`config.mk`:
```
export PLATFORM = sky130hd
export DESIGN_NAME = fxp_mul_seq
export DESIGN_NICKNAME = d
export VERILOG_FILES = /design/src/rtl/fxp_pkg.sv /design/src/rtl/fxp_abs.sv /design/src/rtl/fxp_mul_seq.sv
export SDC_FILE = /design/constraint.sdc
export NUM_CORES = 1
export LEC_CHECK = 0
export BUFFER_PORTS_ARGS = -buffer_cell sky130_fd_sc_hd__buf_2
export CORE_MARGIN = 10
export CORE_UTILIZATION = 55
export CTS_BUF_LIST = sky130_fd_sc_hd__clkbuf_16
export CTS_CLUSTER_SIZE = 20
export DETAILED_ROUTE_END_ITERATION = 6
export PLACE_DENSITY = 0.75
export SYNTH_ARGS = -nofsm -noshare
export SYNTH_HDL_FRONTEND = slang
export SYNTH_SLANG_ARGS = --single-unit
```
`constraint.sdc`:
```
create_clock -name clk -period 7.95 [get_ports clk]
set_input_delay 2.385 -clock clk [delete_from_list [all_inputs] [get_ports clk]]
set_output_delay 2.385 -clock clk [all_outputs]
set_load 0.02 [all_outputs]
```
`src/rtl/fxp_pkg.sv`:
```
// Shared definitions for the sequential fixed-point multiplier:
// controller state encoding and operand/product width helpers.
package fxp_pkg;

  // Controller states of the shift-and-add multiplier
  typedef enum logic [1:0] {
    IDLE = 2'd0,
    BUSY = 2'd1,
    DONE = 2'd2
  } fxp_state_t;

  // Default operand format is Q8.8
  localparam int unsigned FXP_DEF_INT  = 8;
  localparam int unsigned FXP_DEF_FRAC = 8;

  // Operand width N from the integer and fraction bit counts
  function automatic int unsigned fxp_op_w(input int unsigned int_bits,
                                           input int unsigned frac_bits);
    return int_bits + frac_bits;
  endfunction

  // Full-precision product width 2N for an N-bit operand
  function automatic int unsigned fxp_prod_w(input int unsigned op_bits);
    return 2 * op_bits;
  endfunction

endpackage

```
`src/rtl/fxp_abs.sv`:
```
// Combinational sign/magnitude split of a two's-complement value.
// The magnitude is returned as an unsigned value of the same width, so
// the most negative input maps to 2^(WIDTH-1) without overflowing.
module fxp_abs
  import fxp_pkg::*;
#(
  parameter int unsigned WIDTH = fxp_op_w(FXP_DEF_INT, FXP_DEF_FRAC)
) (
  input  logic [WIDTH-1:0] value,
  output logic             sign,
  output logic [WIDTH-1:0] mag
);

  // Negate only when the sign bit is set; the unsigned reading of the
  // negated most-negative value is exactly its magnitude.
  always_comb begin
    sign = value[WIDTH-1];
    mag  = sign ? (~value + {{(WIDTH-1){1'b0}}, 1'b1}) : value;
  end

endmodule

```
`src/rtl/fxp_mul_seq.sv`:
```
// Sequential signed fixed-point multiplier (shift-and-add, one bit of
// |b| per clock). Operands are Q(int).(frac), the product is the full
// 2N-bit Q(2*int).(2*frac) value, with no rounding or saturation.
// Optional build macro FXP_MUL_EARLY_TERM_EN: finish as soon as the
// remaining bits of |b| are all zero instead of always taking N cycles.
module fxp_mul_seq
  import fxp_pkg::*;
#(
  parameter int unsigned input_width_int  = FXP_DEF_INT,
  parameter int unsigned input_width_frac = FXP_DEF_FRAC
) (
  input  logic                                                       clk,
  input  logic                                                       rst,
  input  logic                                                       in_valid,
  output logic                                                       in_ready,
  input  logic [fxp_op_w(input_width_int, input_width_frac)-1:0]     in_a,
  input  logic [fxp_op_w(input_width_int, input_width_frac)-1:0]     in_b,
  output logic                                                       out_valid,
  input  logic                                                       out_ready,
  output logic [fxp_prod_w(fxp_op_w(input_width_int, input_width_frac))-1:0] out_data
);

  localparam int unsigned N  = fxp_op_w(input_width_int, input_width_frac);
  localparam int unsigned P  = fxp_prod_w(N);
  localparam int unsigned CW = (N > 2) ? $clog2(N) : 1;
  localparam logic [CW-1:0] LAST_BIT = CW'(N - 1);

  fxp_state_t     state;
  logic           sign_q;
  logic [N-1:0]   mag_a_q;
  logic [N-1:0]   mag_b_q;
  logic [P-1:0]   acc_q;
  logic [CW-1:0]  cnt_q;

  logic           a_sign;
  logic           b_sign;
  logic [N-1:0]   a_mag;
  logic [N-1:0]   b_mag;

  logic [N-1:0]   b_rem;
  logic [P-1:0]   partial;
  logic [P-1:0]   acc_next;
  logic           finish;

  fxp_abs #(.WIDTH(N)) u_abs_a (
    .value (in_a),
    .sign  (a_sign),
    .mag   (a_mag)
  );

  fxp_abs #(.WIDTH(N)) u_abs_b (
    .value (in_b),
    .sign  (b_sign),
    .mag   (b_mag)
  );

  // Next accumulator value for the current bit of |b|, plus the decision
  // whether this BUSY edge is the last one.
  always_comb begin
    b_rem    = mag_b_q >> cnt_q;
    partial  = b_rem[0] ? ({{N{1'b0}}, mag_a_q} << cnt_q) : '0;
    acc_next = acc_q + partial;
`ifdef FXP_MUL_EARLY_TERM_EN
    finish   = ((b_rem >> 1) == '0);
`else
    finish   = (cnt_q == LAST_BIT);
`endif
  end

  // Controller: accept operands in IDLE, iterate in BUSY, hold the result
  // in DONE until the consumer takes it. Reset wins over every handshake.
  always_ff @(posedge clk) begin
    if (rst) begin
      state     <= IDLE;
      in_ready  <= 1'b1;
      out_valid <= 1'b0;
      out_data  <= '0;
      sign_q    <= 1'b0;
      mag_a_q   <= '0;
      mag_b_q   <= '0;
      acc_q     <= '0;
      cnt_q     <= '0;
    end else begin
      case (state)
        IDLE: begin
          if (in_valid && in_ready) begin
            sign_q   <= a_sign ^ b_sign;
            mag_a_q  <= a_mag;
            mag_b_q  <= b_mag;
            acc_q    <= '0;
            cnt_q    <= '0;
            in_ready <= 1'b0;
            state    <= BUSY;
          end
        end
        BUSY: begin
          acc_q <= acc_next;
          cnt_q <= cnt_q + CW'(1);
          if (finish) begin
            out_data  <= sign_q ? (~acc_next + {{(P-1){1'b0}}, 1'b1}) : acc_next;
            out_valid <= 1'b1;
            state     <= DONE;
          end
        end
        DONE: begin
          if (out_ready) begin
            out_valid <= 1'b0;
            in_ready  <= 1'b1;
            state     <= IDLE;
          end
        end
        default: begin
          out_valid <= 1'b0;
          in_ready  <= 1'b1;
          state     <= IDLE;
        end
      endcase
    end
  end

endmodule

```
After elaboration in Yosys (flattened, before gate mapping)
Cells that the tools add are included.
Widths: inputs -> output; s select.
{ "classes": {"reduce_logical": 9, "n_bitwise": 6, "n_addsub": 5, "eq_ne": 6, "n_mux": 18, "mul": 0, "shift": 2, "order_cmp": 0, "n_div": 0} }
{ "op_table": {"columns": ["op", "n"], "rows": [
  ["$mux 32", 3],
  ["$pmux 32 s2", 1],
  ["$add 16x1->16 const B", 2],
  ["$add 32x1->32 const B", 1],
  ["$add 32x32->32", 1],
  ["$mux 16", 2],
  ["$not 16->16", 2],
  ["$not 32->32", 1],
  ["$shl 16x4->32", 1],
  ["$shr 16x4->1", 1],
  ["$reduce_and 3->1", 3],
  ["$pmux 4 s2", 1],
  ["$mux 2", 3],
  ["$ne 2x2->1 const B", 3],
  ["$pmux 1 s3", 2],
  ["$pmux 2 s3", 1],
  ["$reduce_and 2->1", 3],
  ["$add 4x1->4 const B", 1],
  ["$eq 4x4->1 const B", 1],
  ["$mux 1", 4],
  ["$mux 4", 1],
  ["$eq 2x1->1 const B", 1],
  ["$eq 2x2->1 const B", 1],
  ["$logic_not 2->1", 1],
  ["4 further kinds", 5]
]} }
{ "word_totals": {"elab_cells": 55, "in_bits": 36, "n_memories": 0, "regBits": 105, "mem_bits_ro": 0, "latchBits": 0, "out_inout_bits": 34, "ram_bits": 0} }

Longest topological paths before layout
Gate-level depths: netlist of the first run.
{ "logic_depth": {"ltp_word": 6, "mapped_depth": 22, "depth_no_buf": 18} }

Cells and area by module
From an unflattened synthesis of the first run, not the netlist that was laid out.
{ "hier_totals": {"cells_unflattened": 1148, "hier_area_um2": 8543.2} }
{ "by_module_without_submodules": {"columns": ["module", "area_each_um2", "instances", "seq_area_each_um2", "cells_each"], "rows": [
  ["fxp_mul_seq", 7797.5, 1, 2102.0, 1050],
  ["fxp_abs", 372.9, 2, 0.0, 49]
]} }

Least setup slack after synthesis of the first run
No wires, ideal clock.
{ "synth_timing": {"kind": "register -> register", "from": "reg cnt_q[0]", "to": "reg out_data[31]", "setup_ns": 0.086, "period_less_slack_ns": 5.860, "stages_incl_launch_ff": 20, "t_required_ns": 7.864, "slack_ns": 2.090, "path_buffers": 4, "arrival_time_ns": 5.774, "cell_sequence": "dfxtp_1 -> buf_1 -> mux4_2 -> o21bai_1 -> and2_1 -> clkbuf_1 -> clkbuf_1 -> a211oi_1 -> ha_1 -> clkbuf_1 -> a21o_1 -> a221o_1 -> a221oi_4 -> a21oi_1 -> xor2_1 -> or4_4 -> or4_4 -> o41ai_2 -> xor2_1 -> a211oi_1"} }
{ "synth_via": {"elab_chain_cells": 6, "elab_cells_between_ends": 9, "cone_classes": "add/sub (2); eq/ne (1); shift (2); mux (2); bitwise (1); reduce/logical (1)"} }
{ "synth_rtl": {"columns": ["element", "line_no", "source"], "rows": [
  ["from (decl)", "fxp_mul_seq.sv:33", "logic [CW-1:0] cnt_q;"],
  ["from (signal assigned)", "fxp_mul_seq.sv:98", "cnt_q <= cnt_q + CW'(1);"],
  ["$shl 16x4->32 or $shr 16x4->1 (tied branches)", "fxp_mul_seq.sv:61, fxp_mul_seq.sv:60", null],
  ["$mux 32", "fxp_mul_seq.sv:61", "partial = b_rem[0] ? ({{N{1'b0}}, mag_a_q} << cnt_q) : '0;"],
  ["$add 32x32->32", "fxp_mul_seq.sv:62", "acc_next = acc_q + partial;"],
  ["$not 32->32", "fxp_mul_seq.sv:100", "out_data <= sign_q ? (~acc_next + {{(P-1){1'b0}}, 1'b1}) : acc_next;"],
  ["$add 32x1->32", "fxp_mul_seq.sv:100", null],
  ["$mux 32", "fxp_mul_seq.sv:100", null],
  ["to (signal assigned)", "fxp_mul_seq.sv:100", null],
  ["to (decl)", "fxp_mul_seq.sv:20", "output logic [fxp_prod_w(fxp_op_w(input_width_int, input_width_frac))-1:0] out_data"]
]} }
Parallel ways exist; a longest one is shown, timed or not.
A chain may end at the register's enable or synchronous reset.

Worst setup path after layout of the first run
{ "layout_timing": {"from": "reg cnt_q[1]", "to": "reg out_data[31]"} }
The elaborated chain is that of the path after synthesis.

==> results.json, run 1 <==
{
  "hold_viol": 0,
  "cts_sinks": 105,
  "cpPeakStageDelay_ns": 0.59,
  "fin_nets": 1146,
  "tritoncts": "done",
  "synth_top_area_share": 0.265,
  "vias_per_cell": 6.04,
  "async_flop_share": 0,
  "synth_area_leaders": "dfxtp_1 (27%), nor2_1 (6.5%), nand2_1 (6.0%), a21oi_1 (5.8%), a211oi_1 (5.6%)",
  "end_kind": "register",
  "synth-main-ff-cell": "dfxtp_1",
  "io_buffers": 69,
  "clk_latency_ns": 0.36,
  "grt_usage": 0.200,
  "avgSynthCellArea_um2": 7.52,
  "critPathArrivalTime_ns": 6.53,
  "ctsHoldBuffers": 0,
  "max_cap_violations": 0,
  "reg2reg_depth": 17,
  "yosysWarnings": 0,
  "worstReg2RegEnd": "out_data[31]$_SDFFE_PP0P_",
  "placed_area_mm2": 0.00830,
  "ys_ff_latch": 105,
  "die_w_um": 140,
  "final.period_utilization": 0.797,
  "power_mw": 1.21,
  "cts_buffers": 9,
  "cts-root-buf": "clkbuf_16",
  "fin_setup_tns_ns": 0,
  "fmax_mhz": 158,
  "htreeDepth": 3,
  "required_ns": 8.15,
  "gr-total-overflow": 0,
  "postCtsSetupBuffers": 0,
  "worst_slack_ns": 1.61,
  "rsz0062_at_grt": "false",
  "maxSlewViolCount": 0,
  "antenna_found_initial": 0,
  "grt_max_degree": 106,
  "ir_drop_v": 0.0000990,
  "vias": 7607,
  "synth_common_cells": "nor2_1 (138), nand2_1 (126), dfxtp_1 (105)",
  "drive_above_1_share": 0.116,
  "power.density_mw_per_mm2": 141,
  "gp_congestion": 0.996,
  "use_met3": 0.0321,
  "critPathSlowestCell": "or4_4",
  "fin_skew_ns": 0.0130,
  "min_from": "out_data[7]$_SDFFE_PP0P_",
  "initial_utilization": 0.567,
  "dp_slack_ns": 1.64,
  "die_h_um": 140,
  "holdWs_ns": 0.447,
  "finish.instance_area_mm2": 0.00859,
  "grt_pass1_vias": 6801,
  "power_leakage_nw": 3.30,
  "routed_wl_um": 20300,
  "synth_top_area_cell": "dfxtp_1",
  "wl_per_cell_um": 16.2,
  "post-synth-top-count-cell": "nor2_1",
  "synth-edff-count": 0,
  "antenna_cells": 0,
  "r2r_setup_slack_ns": 1.61,
  "worst_pin_slew_ns": 1.08,
  "slew_headroom": 0.281,
  "postSynthNetCount": 1127,
  "first_iter_violations": 712,
  "dr.pass1.iters": 5,
  "drc": 0,
  "reg2reg_from": "cnt_q[1]$_SDFFE_PP0P_",
  "critPathKind": "reg2reg",
  "busiest_layer": "met2",
  "min_to": "out_data[7]$_SDFFE_PP0P_",
  "syn_area_mm2": 0.00793,
  "synth.distinct_cells": 69,
  "ioPinCount": 70,
  "cp.depth": 17,
  "path_cells": "buf_4 -> mux4_2 -> o21ai_0 -> o21bai_1 -> and2_1 -> a211oi_1 -> ha_1 -> a21o_1 -> a221o_1 -> a221oi_4 -> a21oi_1 -> xor2_1 -> or4_4 -> or4_4 -> o41ai_2 -> xor2_1 -> a211oi_1",
  "cpLargestDelayFamily": "compound AO/OA/AOI/OAI gates",
  "grt_pass1_wl_um": 34000,
  "grt_use_met2": 0.308,
  "critPathBufInv": 1,
  "hp-class": "reg2reg",
  "design.die.area_mm2": 0.0196,
  "clock_path_buffers": 2,
  "ys_seq_area_frac": 0.265,
  "hpwl_um": 15300,
  "syn-instance-count": 1055,
  "syn_to_final_growth_pct": 8.33,
  "whs_path_depth": 2,
  "final_period_minus_worst_setup_slack_ns": 6.34,
  "ant_nets": 0,
  "met1_usage": 0.285,
  "rows": 43,
  "cts.clk_slew.worst_paths_ns": 0.08,
  "cts_resized": 0,
  "status": "finished clean",
  "finalSetupViolations": 0,
  "cp_max_fo": 30,
  "core_area_mm2": 0.0140,
  "start_kind": "register"
}
power by group:
part	switching (mW)	internal [mW]	total (mW)
combinational	0.134	0.0812	0.216
sequential	0.0170	0.542	0.559
clock	0.218	0.219	0.437
total	0.369	0.842	1.21
sequential cells by signal, indices dropped and copies added (netlist names):
register	flops
acc_q	32
out_data	32
mag_a_q	16
mag_b_q	16
cnt_q	4
state	2
in_ready	1
out_valid	1
sign_q	1
metrics by stage:
| step | std cells | utilization |
|---|---|---|
| final | 1259 | 0.614 |
| after floorplan | 1055 | - |
| after detailed placement | 1243 | 0.593 |
| after global placement | 1243 | 0.593 |
| after CTS | 1259 | 0.614 |
| after global routing | 1259 | 0.614 |
logic make-up after synthesis:
group	after synthesis	synth area share
simple gates	412	0.240
compound gates	309	0.255
flops	105	0.265
buf+inv	86	0.0421
xor+xnor	69	0.0781
mux	38	0.0614
fa+ha+maj	36	0.0578
layer usage:
layer / part of all wire / wire, um
met1: 0.50 / 10100
met2: 0.44 / 8870
met3: 0.055 / 1120
met4: 0.012 / 242
met5: 0 / 0
cells in the final DEF (no fill, tap or decap), types with 8 or more instances in the layout:
master / netlist / routed
buf_2: 3 / 68
or3_1: 11 / 11
a31oi_1: 18 / 18
ha_1: 35 / 35
mux2i_1: 25 / 25
or4_1: 9 / 9
o31ai_1: 14 / 14
nand4_1: 13 / 13
mux4_2: 8 / 8
buf_4: 0 / 9
nor3_1: 20 / 18
clkbuf_16: 0 / 9
a21oi_1: 92 / 92
nand2_1: 126 / 126
inv_1: 16 / 16
o21ai_0: 50 / 50
nand3_1: 37 / 37
xor2_1: 40 / 40
and2_1: 13 / 13
dfxtp_1: 105 / 105
xnor2_1: 27 / 27
nor2_1: 138 / 138
a211oi_1: 59 / 59
a21o_1: 9 / 9
worst register-to-register path: cells and delay by family (launching register included):
| family | cells | cell delay, ns |
|---|---|---|
| compound gates | 9 | 2.52 |
| buf+inv | 1 | 0.38 |
| xor+xnor | 2 | 0.38 |
| fa+ha+maj | 1 | 0.43 |
| mux | 1 | 0.35 |
| flops | 1 | 0.46 |
| simple gates | 3 | 1.67 |
layout make-up:
type	instances	area [um2]
clock buffers	9	225
clock inverters	7	62.6
fillers	1368	5400
inverters	17	63.8
multi-input cells	864	5500
flip-flops and latches	105	2100
well taps	180	225
repair buffers	77	408
worst max-delay path by stage:
stage,startpoint,endpoint,slack (ns)
floorplan,cnt_q[0]$_SDFFE_PP0P_,out_data[31]$_SDFFE_PP0P_,2.09
global placement,cnt_q[1]$_SDFFE_PP0P_,out_data[31]$_SDFFE_PP0P_,1.77
detailed placement,cnt_q[1]$_SDFFE_PP0P_,out_data[31]$_SDFFE_PP0P_,1.64
CTS,cnt_q[1]$_SDFFE_PP0P_,out_data[31]$_SDFFE_PP0P_,1.62
global route,cnt_q[1]$_SDFFE_PP0P_,out_data[31]$_SDFFE_PP0P_,0.98
finish,cnt_q[1]$_SDFFE_PP0P_,out_data[31]$_SDFFE_PP0P_,1.61
(Power assumes the default switching activity.)
==> run 2: changes to the inputs <==
==> constraint.sdc (replaced) <==
create_clock -name clk -period 5.9 [get_ports clk]
set_input_delay 1.77 -clock clk [delete_from_list [all_inputs] [get_ports clk]]
set_output_delay 1.77 -clock clk [all_outputs]
set_load 0.02 [all_outputs]
==> results.json, run 2 (synthesis results as in run 1) <==
{
  "cts_buffers": 9,
  "vias": 7649,
  "routed_wl_um": 20300,
  "grt_max_degree": 106,
  "grt_pass1_wl_um": 34000,
  "worstReg2RegEnd": "out_data[31]$_SDFFE_PP0P_",
  "ant_nets": 0,
  "max_cap_violations": 0,
  "critPathKind": "reg2reg",
  "postCtsSetupBuffers": 0,
  "cts.clk_slew.worst_paths_ns": 0.08,
  "reg2reg_from": "cnt_q[0]$_SDFFE_PP0P_",
  "power.density_mw_per_mm2": 188,
  "start_kind": "register",
  "fin_setup_tns_ns": 0,
  "ir_drop_v": 0.000128,
  "fmax_mhz": 180,
  "crit_path_end": "out_data[31]$_SDFFE_PP0P_",
  "power_leakage_nw": 3.40,
  "hold_viol": 0,
  "critPathSlowestCell": "or4_4",
  "critPathArrivalTime_ns": 5.74,
  "io_buffers": 69,
  "finalSetupViolations": 0,
  "largestRegisters": "acc_q (32), out_data (32)",
  "reg2reg_depth": 16,
  "syn_to_final_growth_pct": 10.1,
  "rsz0062_at_grt": "false",
  "clock_path_buffers": 2,
  "antenna_found_initial": 0,
  "initial_utilization": 0.567,
  "dr.pass1.iters": 5,
  "ctsHoldBuffers": 0,
  "end_kind": "register",
  "required_ns": 6.10,
  "worst_pin_slew_ns": 1.09,
  "first_iter_violations": 671,
  "path_cells": "buf_4 -> mux4_2 -> mux2i_1 -> and2_1 -> a211oi_1 -> ha_1 -> a21o_1 -> a221o_1 -> a221oi_4 -> a21oi_1 -> xor2_1 -> or4_4 -> or4_4 -> o41ai_2 -> xor2_1 -> a211oi_1",
  "vias_per_cell": 5.99,
  "cts_sinks": 105,
  "mostFrequentLayoutCells": "nor2_1 (138), nand2_1 (126), dfxtp_1 (105)",
  "fin_skew_ns": 0.0112,
  "die_h_um": 140,
  "slew_headroom": 0.275,
  "ioPinCount": 70,
  "core_area_mm2": 0.0140,
  "cpPeakStageDelay_ns": 0.59,
  "status": "finished clean",
  "die_w_um": 140,
  "design.die.area_mm2": 0.0196,
  "final_common_cell": "nor2_1",
  "wl_per_cell_um": 15.9,
  "rows": 43,
  "antenna_cells": 0,
  "grt_pass1_vias": 6981,
  "hp-class": "reg2reg",
  "gp_congestion": 0.971,
  "startpoint": "cnt_q[0]$_SDFFE_PP0P_",
  "gr-total-overflow": 0,
  "fin_nets": 1165,
  "clk_latency_ns": 0.37,
  "finish.utilization": 0.624,
  "drive_above_1_share": 0.130,
  "cts-root-buf": "clkbuf_16",
  "tritoncts": "done",
  "final_period_minus_worst_setup_slack_ns": 5.54,
  "r2r_setup_slack_ns": 0.36,
  "maxSlewViolCount": 0,
  "cp_max_fo": 26,
  "grt_usage": 0.202,
  "hpwl_um": 15500,
  "drc": 0,
  "htreeDepth": 3,
  "final.period_utilization": 0.939
}
-- run 2: power breakdown --
part           total [mW]  internal, mW  leakage (nW)  switching, mW
combinational       0.296         0.114          2.40          0.182
clock               0.595         0.296         0.146          0.299
sequential          0.750         0.730         0.852         0.0194
total                1.64          1.14          3.40          0.500
-- run 2: repair_timing --
| action | CTS | global route |
|---|---|---|
| setup endpoints to repair | 0 | 3 |
| hold endpoints to repair | 0 | 0 |
| gates resized for setup | 0 | 1 |
-- run 2: through the flow --
| step | cell area [um2] | hold WS (ns) | std cells | total power [mW] | setup WS [ns] |
|---|---|---|---|---|---|
| 2_1_floorplan | 7930 | 0.429 | 1055 | 0.984 | 0.0402 |
| 6_report | 8730 | 0.446 | 1278 | 1.64 | 0.358 |
| 4_1_cts | 8730 | 0.449 | 1278 | 1.65 | 0.281 |
| 3_5_place_dp | 8440 | 0.441 | 1262 | 1.06 | 0.290 |
| 3_3_place_gp | 8440 | 0.435 | 1262 | 1.06 | 0.350 |
| 5_1_grt | 8730 | 0.463 | 1278 | 1.72 | 0.0460 |
-- run 2: cell type report --
type                       count  area (um2)
sequential                   105        2100
clock buffer                   9         225
clock inverter                 7        61.3
multi-input combinational    864        5500
inverter                      17        63.8
fill                        1314        5260
tap                          180         225
timing repair buffer          96         551
-- run 2: routing by layer --
layer | wire [um] | track usage
met2 | 8760 | 0.306
met3 | 1400 | 0.0399
met5 | 0 | 0
met4 | 412 | 0.0717
met1 | 9710 | 0.278
-- run 2: worst max-delay path, delay by kind of cell, from the launching register on --
| kind | cells | cell delay (ns) |
|---|---|---|
| AO/OA/AOI/OAI | 7 | 1.66 |
| XOR/XNOR | 2 | 0.38 |
| adder cells (fa/ha/maj) | 1 | 0.39 |
| buffers and inverters | 1 | 0.37 |
| flip-flops | 1 | 0.48 |
| multiplexers | 2 | 0.76 |
| AND/OR/NAND/NOR | 3 | 1.32 |
-- run 2: how the worst min path moves through the flow --
stage          cells after the start  slack, ns                         to                 startpoint
2_1_floorplan                      2       0.43   mag_b_q[10]$_SDFFE_PP0P_   mag_b_q[10]$_SDFFE_PP0P_
3_3_place_gp                       2       0.44  out_data[20]$_SDFFE_PP0P_  out_data[20]$_SDFFE_PP0P_
3_5_place_dp                       2       0.44  out_data[14]$_SDFFE_PP0P_  out_data[14]$_SDFFE_PP0P_
4_1_cts                            2       0.45  out_data[20]$_SDFFE_PP0P_  out_data[20]$_SDFFE_PP0P_
5_1_grt                            2       0.46   out_data[2]$_SDFFE_PP0P_   out_data[2]$_SDFFE_PP0P_
6_report                           2       0.45  out_data[20]$_SDFFE_PP0P_  out_data[20]$_SDFFE_PP0P_
==> run 3: changes to the inputs <==
--- a/config.mk
+++ b/config.mk
@@ -8,7 +8,7 @@
 export BUFFER_PORTS_ARGS = -buffer_cell sky130_fd_sc_hd__buf_2
 export CORE_MARGIN = 10
 export CORE_UTILIZATION = 55
-export CTS_BUF_LIST = sky130_fd_sc_hd__clkbuf_16
+export CTS_BUF_LIST = sky130_fd_sc_hd__clkbuf_8
 export CTS_CLUSTER_SIZE = 20
 export DETAILED_ROUTE_END_ITERATION = 6
 export PLACE_DENSITY = 0.75
==> results.json, run 3 (synthesis results as in run 1) <==
{
  "finalSetupViolations": 0,
  "first_iter_violations": 695,
  "ctsHoldBuffers": 0,
  "min_from": "out_data[20]$_SDFFE_PP0P_",
  "dr.pass1.iters": 5,
  "placed_area_mm2": 0.00844,
  "vias": 7645,
  "ant_nets": 0,
  "final_period_minus_worst_setup_slack_ns": 5.54,
  "cts_resized": 0,
  "hpwl_um": 15500,
  "final_common_cell": "nor2_1",
  "largestRegisters": "acc_q (32), out_data (32)",
  "antenna_cells": 0,
  "hold_viol": 0,
  "min_to": "out_data[20]$_SDFFE_PP0P_",
  "die_h_um": 140,
  "drc": 0,
  "cts-root-buf": "clkbuf_8",
  "final.period_utilization": 0.940,
  "routed_wl_um": 20300,
  "slew_headroom": 0.269,
  "cts.clk_slew.worst_paths_ns": 0.11,
  "ioPinCount": 70,
  "postCtsSetupBuffers": 0,
  "grt_usage": 0.201,
  "holdWs_ns": 0.450,
  "fin_skew_ns": 0.0139,
  "power.density_mw_per_mm2": 173,
  "max_cap_violations": 0,
  "htreeDepth": 3,
  "design.die.area_mm2": 0.0196,
  "finish.instance_area_mm2": 0.00863,
  "reg2reg_from": "cnt_q[0]$_SDFFE_PP0P_",
  "syn_to_final_growth_pct": 8.84,
  "layout.cells.non_filler": 1278,
  "vias_per_cell": 5.98,
  "die_w_um": 140,
  "power_leakage_nw": 3.35,
  "clk_latency_ns": 0.40,
  "maxSlewViolCount": 0,
  "cp_max_fo": 26,
  "critPathKind": "reg2reg",
  "r2r_setup_slack_ns": 0.36,
  "tritoncts": "done",
  "grt_pass1_vias": 6971,
  "critPathArrivalTime_ns": 5.78,
  "worst_pin_slew_ns": 1.10,
  "drive_above_1_share": 0.130,
  "fin_setup_tns_ns": 0,
  "hp-class": "reg2reg",
  "fin_nets": 1165,
  "finish.utilization": 0.617,
  "reg2reg_depth": 16,
  "gp_congestion": 0.971,
  "grt_max_degree": 106,
  "cts_sinks": 105,
  "rows": 43,
  "dpl.cell_count": 1262,
  "initial_utilization": 0.567,
  "worstReg2RegEnd": "out_data[31]$_SDFFE_PP0P_",
  "wl_per_cell_um": 15.9,
  "clock_path_buffers": 2,
  "io_buffers": 69,
  "start_kind": "register",
  "grt_pass1_wl_um": 34000,
  "gr-total-overflow": 0,
  "status": "finished clean",
  "end_kind": "register",
  "rsz0062_at_grt": "false",
  "required_ns": 6.14,
  "fmax_mhz": 180,
  "core_area_mm2": 0.0140,
  "mostFrequentLayoutCells": "nor2_1 (138), nand2_1 (126), dfxtp_1 (105)",
  "cts_buffers": 9,
  "ir_drop_v": 0.000122,
  "antenna_found_initial": 0,
  "whs_path_depth": 2
}
-- run 3: cell counts in the layout (fill, tap and decap cells not counted) --
Identical to the previous run, type by type.
-- run 3: worst max path at each step --
stage                          startpoint                         to  depth (start not counted)
global route        cnt_q[0]$_SDFFE_PP0P_  out_data[30]$_SDFFE_PP0P_                         15
detailed placement  cnt_q[0]$_SDFFE_PP0P_  out_data[31]$_SDFFE_PP0P_                         16
CTS                 cnt_q[0]$_SDFFE_PP0P_  out_data[30]$_SDFFE_PP0P_                         15
global placement    cnt_q[0]$_SDFFE_PP0P_  out_data[31]$_SDFFE_PP0P_                         16
floorplan           cnt_q[0]$_SDFFE_PP0P_  out_data[31]$_SDFFE_PP0P_                         19
finish              cnt_q[0]$_SDFFE_PP0P_  out_data[31]$_SDFFE_PP0P_                         16
-- run 3: final cells by class --
class,instances,area (um2)
clock buffers,9,124
clock inverters,7,61.3
fillers,1339,5360
inverters,17,63.8
multi-input cells,864,5500
flip-flops and latches,105,2100
well taps,180,225
repair buffers,96,551
-- run 3: critical path, cell delays in order (launching register included) --
cell	delay, ns
dfxtp_1	0.49
buf_4	0.36
mux4_2	0.56
mux2i_1	0.20
and2_1	0.15
a211oi_1	0.05
ha_1	0.39
a21o_1	0.26
a221o_1	0.40
a221oi_4	0.36
a21oi_1	0.14
xor2_1	0.20
or4_4	0.59
or4_4	0.58
o41ai_2	0.38
xor2_1	0.18
a211oi_1	0.08
-- run 3: metal layers --
metal / part of all wire / global-route usage
met5: 0 / 0
met4: 0.019 / 0.0674
met3: 0.068 / 0.0389
met2: 0.43 / 0.307
met1: 0.48 / 0.278
-- run 3: through the flow --
| step | power (mW) | setup slack [ns] |
|---|---|---|
| after global routing | 1.57 | 0.0302 |
| after floorplan | 0.984 | 0.0402 |
| after CTS | 1.50 | 0.274 |
| final | 1.49 | 0.357 |
| after global placement | 1.06 | 0.350 |
| after detailed placement | 1.06 | 0.290 |
-- run 3: where the power goes --
group | switching [mW] | internal [mW]
clock | 0.280 | 0.164
combinational | 0.182 | 0.114
sequential | 0.0195 | 0.730
total | 0.482 | 1.01
